`config.mk`:
```
export PLATFORM = sky130hd
export DESIGN_NAME = btn_conditioner
export DESIGN_NICKNAME = d
export VERILOG_FILES = /design/src/rtl/btn_cond_pkg.sv /design/src/rtl/debounce_ch.sv /design/src/rtl/btn_conditioner.sv
export SDC_FILE = /design/constraint.sdc
export NUM_CORES = 1
export LEC_CHECK = 0
export CAP_MARGIN = 25
export CORE_UTILIZATION = 63
export CTS_BUF_LIST = sky130_fd_sc_hd__clkbuf_8
export CTS_CLUSTER_DIAMETER = 120
export DETAILED_ROUTE_END_ITERATION = 16
export PLACE_DENSITY_LB_ADDON = 0.3
export SLEW_MARGIN = 25
export SYNTH_ARGS = -nofsm -noshare
export SYNTH_HDL_FRONTEND = slang
export SYNTH_SLANG_ARGS = --single-unit
```
`constraint.sdc`:
```
create_clock -name clk_125 -period 2.5 [get_ports clk_125]
set_clock_uncertainty 0.1 [all_clocks]
set_input_delay 0.25 -clock clk_125 [delete_from_list [all_inputs] [get_ports clk_125]]
set_output_delay 0.25 -clock clk_125 [all_outputs]
set_load 0.01 [all_outputs]
```
`src/rtl/btn_cond_pkg.sv`:
```
// Shared defaults and sizing helper for the button/switch conditioning front-end.
package btn_cond_pkg;

  localparam int N_BTN_DEF           = 4;
  localparam int N_SW_DEF            = 2;
  localparam int DEBOUNCE_CYCLES_DEF = 1250000;  // 10 ms at 125 MHz
  localparam int DEBOUNCE_CYCLES_SIM = 4;

  // Counter width that holds 0..cycles-1; never narrower than one bit.
  function automatic int cnt_width(input int cycles);
    return (cycles < 2) ? 1 : $clog2(cycles);
  endfunction

endpackage

```
`src/rtl/debounce_ch.sv`:
```
// One button channel: two-flop synchronizer, stable-level register with run-length
// debounce counter, and a registered one-cycle pulse on each accepted press.
module debounce_ch
  import btn_cond_pkg::*;
#(
  parameter int DEBOUNCE_CYCLES = DEBOUNCE_CYCLES_DEF
) (
  input  logic clk_125,
  input  logic rst_n,
  input  logic raw,
  output logic level,
  output logic press
);

  localparam int              CNT_W   = cnt_width(DEBOUNCE_CYCLES);
  localparam logic [CNT_W-1:0] CNT_MAX = CNT_W'(DEBOUNCE_CYCLES - 1);

  (* ASYNC_REG = "TRUE" *) logic s1;
  (* ASYNC_REG = "TRUE" *) logic s2;
  logic             q;
  logic [CNT_W-1:0] cnt;
  logic             cnt_done;

  assign cnt_done = (cnt == CNT_MAX);
  assign level    = q;

  // NOTE: non-blocking assignments keep s1->s2 as two distinct flops and let every
  // register below sample the pre-edge values of its neighbours.
  always_ff @(posedge clk_125 or negedge rst_n) begin
    if (!rst_n) begin
      s1    <= 1'b0;
      s2    <= 1'b0;
      q     <= 1'b0;
      cnt   <= '0;
      press <= 1'b0;
    end else begin
      s1    <= raw;
      s2    <= s1;
      press <= ~q & s2 & cnt_done;
      // Any return to agreement restarts the run, so glitches never move q.
      if (s2 == q) begin
        cnt <= '0;
      end else if (cnt_done) begin
        q   <= s2;
        cnt <= '0;
      end else begin
        cnt <= cnt + 1'b1;
      end
    end
  end

endmodule

```
`src/rtl/btn_conditioner.sv`:
```
// Synchronizes and debounces board buttons, synchronizes switches, into clk_125.
// BTN_CONDITIONER_PULSE_EN: when defined btn_out carries press pulses, else debounced levels.
module btn_conditioner
  import btn_cond_pkg::*;
#(
  parameter int N_BTN           = N_BTN_DEF,
  parameter int N_SW            = N_SW_DEF,
  parameter int DEBOUNCE_CYCLES = DEBOUNCE_CYCLES_DEF
) (
  input  logic             clk_125,
  input  logic             rst_n,
  input  logic [N_BTN-1:0] btn_in,
  input  logic [N_SW-1:0]  sw_in,
  output logic [N_BTN-1:0] btn_level,
  output logic [N_BTN-1:0] btn_press,
  output logic [N_BTN-1:0] btn_out,
  output logic [N_SW-1:0]  sw_out
);

  for (genvar i = 0; i < N_BTN; i++) begin : g_btn
    debounce_ch #(
      .DEBOUNCE_CYCLES(DEBOUNCE_CYCLES)
    ) u_ch (
      .clk_125(clk_125),
      .rst_n  (rst_n),
      .raw    (btn_in[i]),
      .level  (btn_level[i]),
      .press  (btn_press[i])
    );
  end

  // Switches are level controls; synchronizing is enough, no debounce.
  (* ASYNC_REG = "TRUE" *) logic [N_SW-1:0] sw_s1;
  (* ASYNC_REG = "TRUE" *) logic [N_SW-1:0] sw_s2;

  always_ff @(posedge clk_125 or negedge rst_n) begin
    if (!rst_n) begin
      sw_s1 <= '0;
      sw_s2 <= '0;
    end else begin
      sw_s1 <= sw_in;
      sw_s2 <= sw_s1;
    end
  end

  assign sw_out = sw_s2;

`ifdef BTN_CONDITIONER_PULSE_EN
  assign btn_out = btn_press;
`else
  assign btn_out = btn_level;
`endif

endmodule
```
* After elaboration in Yosys (flattened, before gate mapping)
Index checks and enable logic that the tools add are counted.
** Operators by class
- Multiplexer cells :: 8
- Reductions and logical operators :: 4
- Equality and inequality tests :: 8
- Multipliers :: 0
- Shift operators :: 0
- Magnitude comparators :: 0
- Bitwise operators :: 16
- Add/sub/neg operators :: 4
- Divide/modulo/power cells :: 0
** Operators with widths (count)
- 21-bit two-way mux :: 8
- 21-bit by 1-bit adder with 21-bit output, second input constant :: 4
- 21-bit equality test, second input constant :: 4
- 1-bit bitwise AND :: 8
- 1-bit NOT :: 8
- 2-bit AND reduction :: 4
- 1-bit equality test :: 4
** Storage, ports and cells
- Memory bits (read-only) :: 0
- Logic and storage cells :: 62
- RAM bits :: 0
- Bits in latches :: 0
- Memories kept :: 0
- Register bits :: 104

* Depth between registers and ports, before layout
Gate-level depths: netlist of run 1.
- Depth in word-level cells :: 3
- Depth in mapped cells :: 6
- Gate-level depth less buffers :: 5

* By module
A second synthesis of run 1 with hierarchy kept.
** Unflattened totals
- Cells, all modules :: 500
- Area total of the unflattened synthesis :: 5084.9 um2
** By module, submodules not included
- debounce_ch :: instances 4, cells each 123, area each 1238.7 um2
- btn_conditioner :: instances 1, cells each 8, area each 130.1 um2

* Worst setup path after synthesis of run 1
Ideal clock, no wire load.
- Path kind :: register -> register
- From :: register g_btn[0].u_ch.cnt[0]
- To :: register g_btn[0].u_ch.cnt[20]
- Stages on the path, launching flop included :: 6
- Library setup time :: 0.079 ns
- Data arrival time :: 1.734 ns
- Period minus slack after synthesis :: 1.912 ns
- Slack :: 0.588 ns
- Path through :: dfrtp_1 > ha_1 > nand3_1 > or3_1 > or4_1 > a21oi_1
** On the way
- Longest elaborated chain between the ends :: 3
- Elaborated cells between the ends (all ways) :: 4
- Classes of those cells :: add/sub (1); eq/ne (1); mux (2)
** Ends and longest elaborated chain
- start, declared :: RTL line debounce_ch.sv:21 : logic [CNT_W-1:0] cnt;
- start signal, assigned :: RTL line debounce_ch.sv:47 : cnt <= cnt + 1'b1;
- 21-bit by 1-bit adder with 21-bit output / 21-bit equality test (equally long branches) :: RTL line debounce_ch.sv:47, debounce_ch.sv:24
- 21-bit two-way mux (*) :: RTL line debounce_ch.sv:43 : end else if (cnt_done) begin
- 21-bit two-way mux (*) :: RTL line debounce_ch.sv:41 : if (s2 == q) begin
Every way passes the cells marked *; elsewhere a longest branch is shown, timed or not.
A chain may end at the register's enable or synchronous reset.

* Worst setup path in the final report of run 1
- From :: register g_btn[0].u_ch.cnt[0]
- To :: register g_btn[0].u_ch.cnt[11]
Same word-level chain as after synthesis.

==> summary.md, run 1 <==
| Metric | Value |
|---|---|
| Status | completed |
| Routed length per placed instance | 14.78 um |
| Synthesized netlist net count | 525 |
| Final setup fails | 0 |
| Crit end category | flop |
| # IOs | 22 |
| Vias per cell | 6.046 |
| PortBufs | 21 |
| Crit path max fanout | 17 |
| Pwr Total | 2.822 mW |
| Cells after Synth | 509 |
| Final Cycle Share | 84.10% |
| Largest net degree at the start of global routing | 50 |
| First drt pass iteration count | 4 |
| M1 WL | 4171 um |
| Clock sink count | 104 |
| Worst Tran Pin Value | 0.6118 ns |
| MaxCap Viol Count | 0 |
| PwrDens | 515.5 nW/um^2 |
| RSZ-0062 raised after global routing | false |
| Top cells by area, synth | dfrtp_1 52%, xnor2_1 6.3%, nor2_1 4.9% |
| Number of buffers created by CTS | 9 |
| Share of the synthesized area in the top cell type | 51.70% |
| Final ANT Viol Nets | 0 |
| Most frequent cells in the layout | 104 x dfrtp_1, 66 x nor2_1, 36 x xnor2_1, 28 x nand2_1, 27 x nand3_1 |
| Slew Limit Fails | 0 |
| Most common cell after layout, fill and taps aside | dfrtp_1 |
| CP Launch Type | flop |
| Prevailing post-synth register cell | dfrtp_1 |
| Std-Cell Rows | 32 |
| Minimum clock period | 2.103 ns |
| H-tree depth | 3 |
| Layout cell share with drive strength beyond 1 | 6.286% |
| RePlAce Congestion | 0.8334 |
| #FFs+latches synth | 104 |
| Routed length on met3 | 400 um |
| Critical path data required time | 2.66 ns |
| Top sig layer | met4 |
| CTS resizes | 0 |
| Slew HR | 59.21% |
| Syn_area_per_cell | 9.889 sq um |
| Max Fclk | 0.4756 GHz |
| Area of the core | 7727 sq um |
| Cts hold-fix bufs | 1 |
| Post-synth ARST share | 100.0% |
| Leakage | 2.162 nW |
| Synth area leader | dfrtp_1 |
| Post-synth EDFFs | 0 |
| Clock-pin slew on the worst setup and hold paths | 0.10 ns |
| Yosys warns | 0 |
| WL final | 9265 um |
| Number of fill cells | 568 |
| Initial antenna violation count | 0 |
| Layout area overhead | 8.750% |
| Fin nets | 537 |
| Crit path DAT | 2.26 ns |
| Die Y-Extent | 91.39 um |
| Hold crit path type | in2reg |
| Die ar. | 8351 sq um |
| FF/Latch Area | 2603 sq um |
| Setup_tns | 0 ns |
| DRC | 0 |
| Total gr overflow | 0 |
| Setup repair bufs after CTS | 0 |
| Via count | 3791 |
| Diodes inserted | 0 |
| Vias in the first global route | 3578 |
| Root buf cell | clkbuf_8 |
| Post-Syn Area | 5034 sq um |
| Final HPWL DP | 6474 um |
| Max clock buf depth | 2 |
| Peak supply drop | 0.4040 mV |
| Area of the multi-input gates | 2205 sq um |
| GRT Util Overall | 24.57% |
| Global-route wire length before repair | 16370 um |
| Starting Density | 65.14% |
| Sequential fraction of the synthesis area | 51.70% |
| Yosys cell types | 35 |
| First-iteration detailed-routing DRC count | 141 |
| Worst-Skew Late Latency | 0.37 ns |
| Final Hold Vio Count | 0 |
| DR WL met2 | 4550 um |
| Setup Crit Path Kind | reg2reg |
| CTS tree | built |
| Die X | 91.39 um |
-- cell families (layout without fill, tap and decap cells) --
group | after synthesis | after routing | synth area share (%)
simple gates | 238 | 238 | 25.55
flops | 104 | 104 | 51.70
compound gates | 56 | 56 | 6.512
xor+xnor | 50 | 50 | 8.700
buf+inv | 49 | 65 | 4.648
fa+ha+maj | 8 | 8 | 1.989
mux | 4 | 4 | 0.8948
-- worst max-delay path: stages, from the launching register on --
cell,delay (ns)
dfrtp_1,0.42
ha_1,0.24
and3_1,0.21
nand4_1,0.17
o41ai_2,0.46
buf_4,0.31
nor2_1,0.09
-- per-layer routing --
layer | track usage (%) | vias to the layer above
met2 | 40.23 | 88
met4 | 8.333 | 0
met5 | 0 | -
met1 | 32.13 | 1859
li1 | - | 1828
met3 | 5.863 | 16
-- through the flow --
step,setup slack (ns),area (sq um),utilization (%),cells,hold WS (ns)
5_1_grt,0.2618,5474,70.84,627,0.2048
6_report,0.3974,5474,70.84,627,0.2093
3_3_place_gp,0.5219,5283,68.36,611,0.1977
3_5_place_dp,0.4115,5283,68.36,611,0.2058
4_1_cts,0.3958,5474,70.84,627,0.2015
2_1_floorplan,0.5878,5034,-,509,-0.1456
-- registers in the layout (all words and copies together), names as in the netlist --
signal	count
g_btn.u_ch.cnt	84
g_btn.u_ch.level	4
g_btn.u_ch.press	4
g_btn.u_ch.s1	4
g_btn.u_ch.s2	4
sw_out	2
sw_s1	2
-- cells in the mapped netlist (12+ instances only) --
master / count
nand3_1: 27
o21ai_0: 13
a21oi_1: 25
nor2_1: 66
dfrtp_1: 104
or3_1: 16
buf_4: 12
or4_1: 13
xnor2_1: 36
o31ai_1: 13
nor4_1: 14
nand2_1: 28
xor2_1: 14
nor3_1: 14
nand4_1: 24
inv_1: 22
-- worst paths after layout --
kind                                      startpoint                     to  slack [ns]  depth (start not counted)
worst max register to register  g_btn[0].u_ch.cnt[0]  g_btn[0].u_ch.cnt[11]        0.40                          6
worst max-delay path            g_btn[0].u_ch.cnt[0]  g_btn[0].u_ch.cnt[11]        0.40                          6
max in group asynchronous                      rst_n   g_btn[3].u_ch.cnt[4]        1.26                          3
min in group asynchronous                      rst_n  g_btn[1].u_ch.cnt[19]        0.32                          2
worst min-delay path                       btn_in[3]       g_btn[3].u_ch.s1        0.21                          1
worst min register to register              sw_s1[1]              sw_out[1]        0.26                          0
-- report_power, final --
part           internal [mW]  leakage, nW  total (mW)  switching, mW
sequential              1.71         1.42        1.73         0.0221
clock                  0.413       0.0914       0.977          0.564
combinational         0.0413        0.655       0.116         0.0749
total                   2.16         2.16        2.82          0.661
-- final cells by class --
cell class / count / area share [%]
clock buffer: 11 / 2.766
clock inverter: 4 / 0.5486
inverter: 22 / 1.509
multi-input combinational: 356 / 40.27
sequential: 104 / 47.54
tap: 102 / 2.331
timing repair buffer: 28 / 5.029
(Power assumes the default switching activity.)
==> inputs of run 2 (changes only) <==
- CORE_UTILIZATION: 63 -> 57
- clock period: 2.5 -> 1.8 ns (I/O delays scaled with it)
==> summary.md, run 2 (same netlist as run 1, synthesis figures left out) <==
| Metric | Value |
|---|---|
| Root buf cell | clkbuf_8 |
| Die Y-Extent | 95.97 um |
| Fin nets | 625 |
| Layout area overhead | 28.51% |
| FF-to-FF End | g_btn[0].u_ch.cnt[12] |
| Max reg flops | 84 |
| Via count | 4146 |
| Max Fclk | 0.5041 GHz |
| Final HPWL DP | 7447 um |
| PortBufs | 21 |
| Vias per cell | 5.766 |
| Final setup fails | 26 |
| R2r setup slk | -0.18 ns |
| Max clock buf depth | 2 |
| Slew HR | 71.92% |
| Setup_tns | -3.433 ns |
| Largest reg by FF count | g_btn.u_ch.cnt |
| MaxCap Viol Count | 0 |
| Crit path DAT | 2.13 ns |
| Leakage | 2.684 nW |
| Die ar. | 9210 sq um |
| Final Hold Vio Count | 0 |
| First drt pass iteration count | 4 |
| Layout cell share with drive strength beyond 1 | 28.34% |
| First-iteration detailed-routing DRC count | 201 |
| Clock sink count | 104 |
| Final Cycle Share | 110.2% |
| Diodes inserted | 0 |
| DRC | 0 |
| Clock-pin slew on the worst setup and hold paths | 0.09 ns |
| Number of buffers created by CTS | 9 |
| Setup Crit Path Kind | reg2reg |
| Starting Density | 60.05% |
| Most frequent cells in the layout | 97 x dfrtp_1, 88 x buf_4, 63 x nor2_1, 36 x xnor2_1, 27 x nand2_1 |
| CP Launch Type | flop |
| Global-route wire length before repair | 18680 um |
| Hold crit path type | in2async |
| Crit end category | flop |
| Minimum clock period | 1.984 ns |
| Final ANT Viol Nets | 0 |
| Status | complete, but fails checks |
| Total gr overflow | 0 |
| Slew Limit Fails | 0 |
| Most common cell after layout, fill and taps aside | dfrtp_1 |
| Vias in the first global route | 4070 |
| Reg2Reg Depth | 5 |
| # IOs | 22 |
| Number of fill cells | 518 |
| DP Cell Count | 676 |
| PwrDens | 636.8 nW/um^2 |
| Critical path data required time | 1.95 ns |
| Std-Cell Rows | 33 |
| Reg-to-reg startpoint | g_btn[0].u_ch.cnt[11] |
| Largest net degree at the start of global routing | 48 |
| CTS tree | built |
| Setup ws final | -0.1838 ns |
| Routed length per placed instance | 15.89 um |
| Initial antenna violation count | 0 |
| Area of the core | 8382 sq um |
| Pwr Total | 4.119 mW |
| Worst-Skew Late Latency | 0.37 ns |
| WL final | 11420 um |
| H-tree depth | 3 |
| Worst Tran Pin Value | 0.4178 ns |
| RePlAce Congestion | 0.9285 |
| Post-Layout Cell Count | 719 |
| RSZ-0062 raised after global routing | true |
| Failing checks | negative setup slack |
| GRT Util Overall | 26.68% |
| Peak supply drop | 0.5690 mV |
| Crit path max fanout | 8 |
| Die X | 95.97 um |
run 2: how the worst max path moves through the flow:
stage	start	endpoint	slack [ns]	depth (start not counted)
floorplan	g_btn[0].u_ch.cnt[0]	g_btn[0].u_ch.cnt[20]	-0.01	5
global placement	g_btn[0].u_ch.cnt[1]	g_btn[0].u_ch.cnt[20]	-0.02	5
detailed placement	g_btn[0].u_ch.cnt[1]	g_btn[0].u_ch.cnt[15]	-0.10	6
CTS	g_btn[0].u_ch.cnt[0]	g_btn[0].u_ch.cnt[12]	-0.05	6
global route	g_btn[0].u_ch.cnt[11]	g_btn[0].u_ch.cnt[8]	-0.30	5
finish	g_btn[0].u_ch.cnt[11]	g_btn[0].u_ch.cnt[12]	-0.18	5
run 2: what timing repair did:
action	in CTS	in global routing
endpoints found under the setup margin	24	60
gates resized for setup	19	45
cloned	1	2
hold endpoints to repair	104	0
buffers inserted	8	16
pin swaps	11	15
hold buffers	1	0
run 2: final cells by class:
cell class / instances / area, sq um / area share [%]
Sequential cell: 104 / 2611 / 40.37
Timing Repair Buffer: 116 / 965.9 / 14.93
Multi-Input combinational cell: 356 / 2480 / 38.34
Tap cell: 105 / 131.4 / 2.031
Clock buffer: 10 / 137.6 / 2.128
Inverter: 22 / 82.58 / 1.277
Clock inverter: 6 / 60.06 / 0.9284
run 2: routing by layer:
metal,GRT usage (%),wire length [um]
met1,33.54,4929
met2,45.71,5770
met3,5.766,510
met4,9.080,213
met5,0,0
run 2: per-stage QoR:
| step | util, % | hold slack (ns) | instance area, sq um | setup slack [ns] |
|---|---|---|---|---|
| 2_1_floorplan | - | -0.2156 | 5102 | -0.01002 |
| 3_3_place_gp | 69.43 | 0.001875 | 5819 | -0.02127 |
| 3_5_place_dp | 69.43 | -0.006128 | 5819 | -0.1042 |
| 4_1_cts | 73.59 | 0.1294 | 6168 | -0.05175 |
| 5_1_grt | 77.18 | 0.1248 | 6469 | -0.2986 |
| 6_report | 77.18 | 0.1414 | 6469 | -0.1838 |
run 2: report_power, final:
part / switching (mW) / leakage (nW) / internal [mW]
Clock: 0.800 / 0.103 / 0.674
Sequential: 0.0362 / 1.40 / 2.37
Combinational: 0.126 / 1.18 / 0.111
Total: 0.963 / 2.68 / 3.16
run 2: critical path, cell delays in order, from the launching register on:
cell and delay [ns]:
dfrtp_1 0.42, nor4bb_2 0.35, nand4_1 0.25, o41ai_4 0.48
buf_6 0.20, nor2_1 0.06
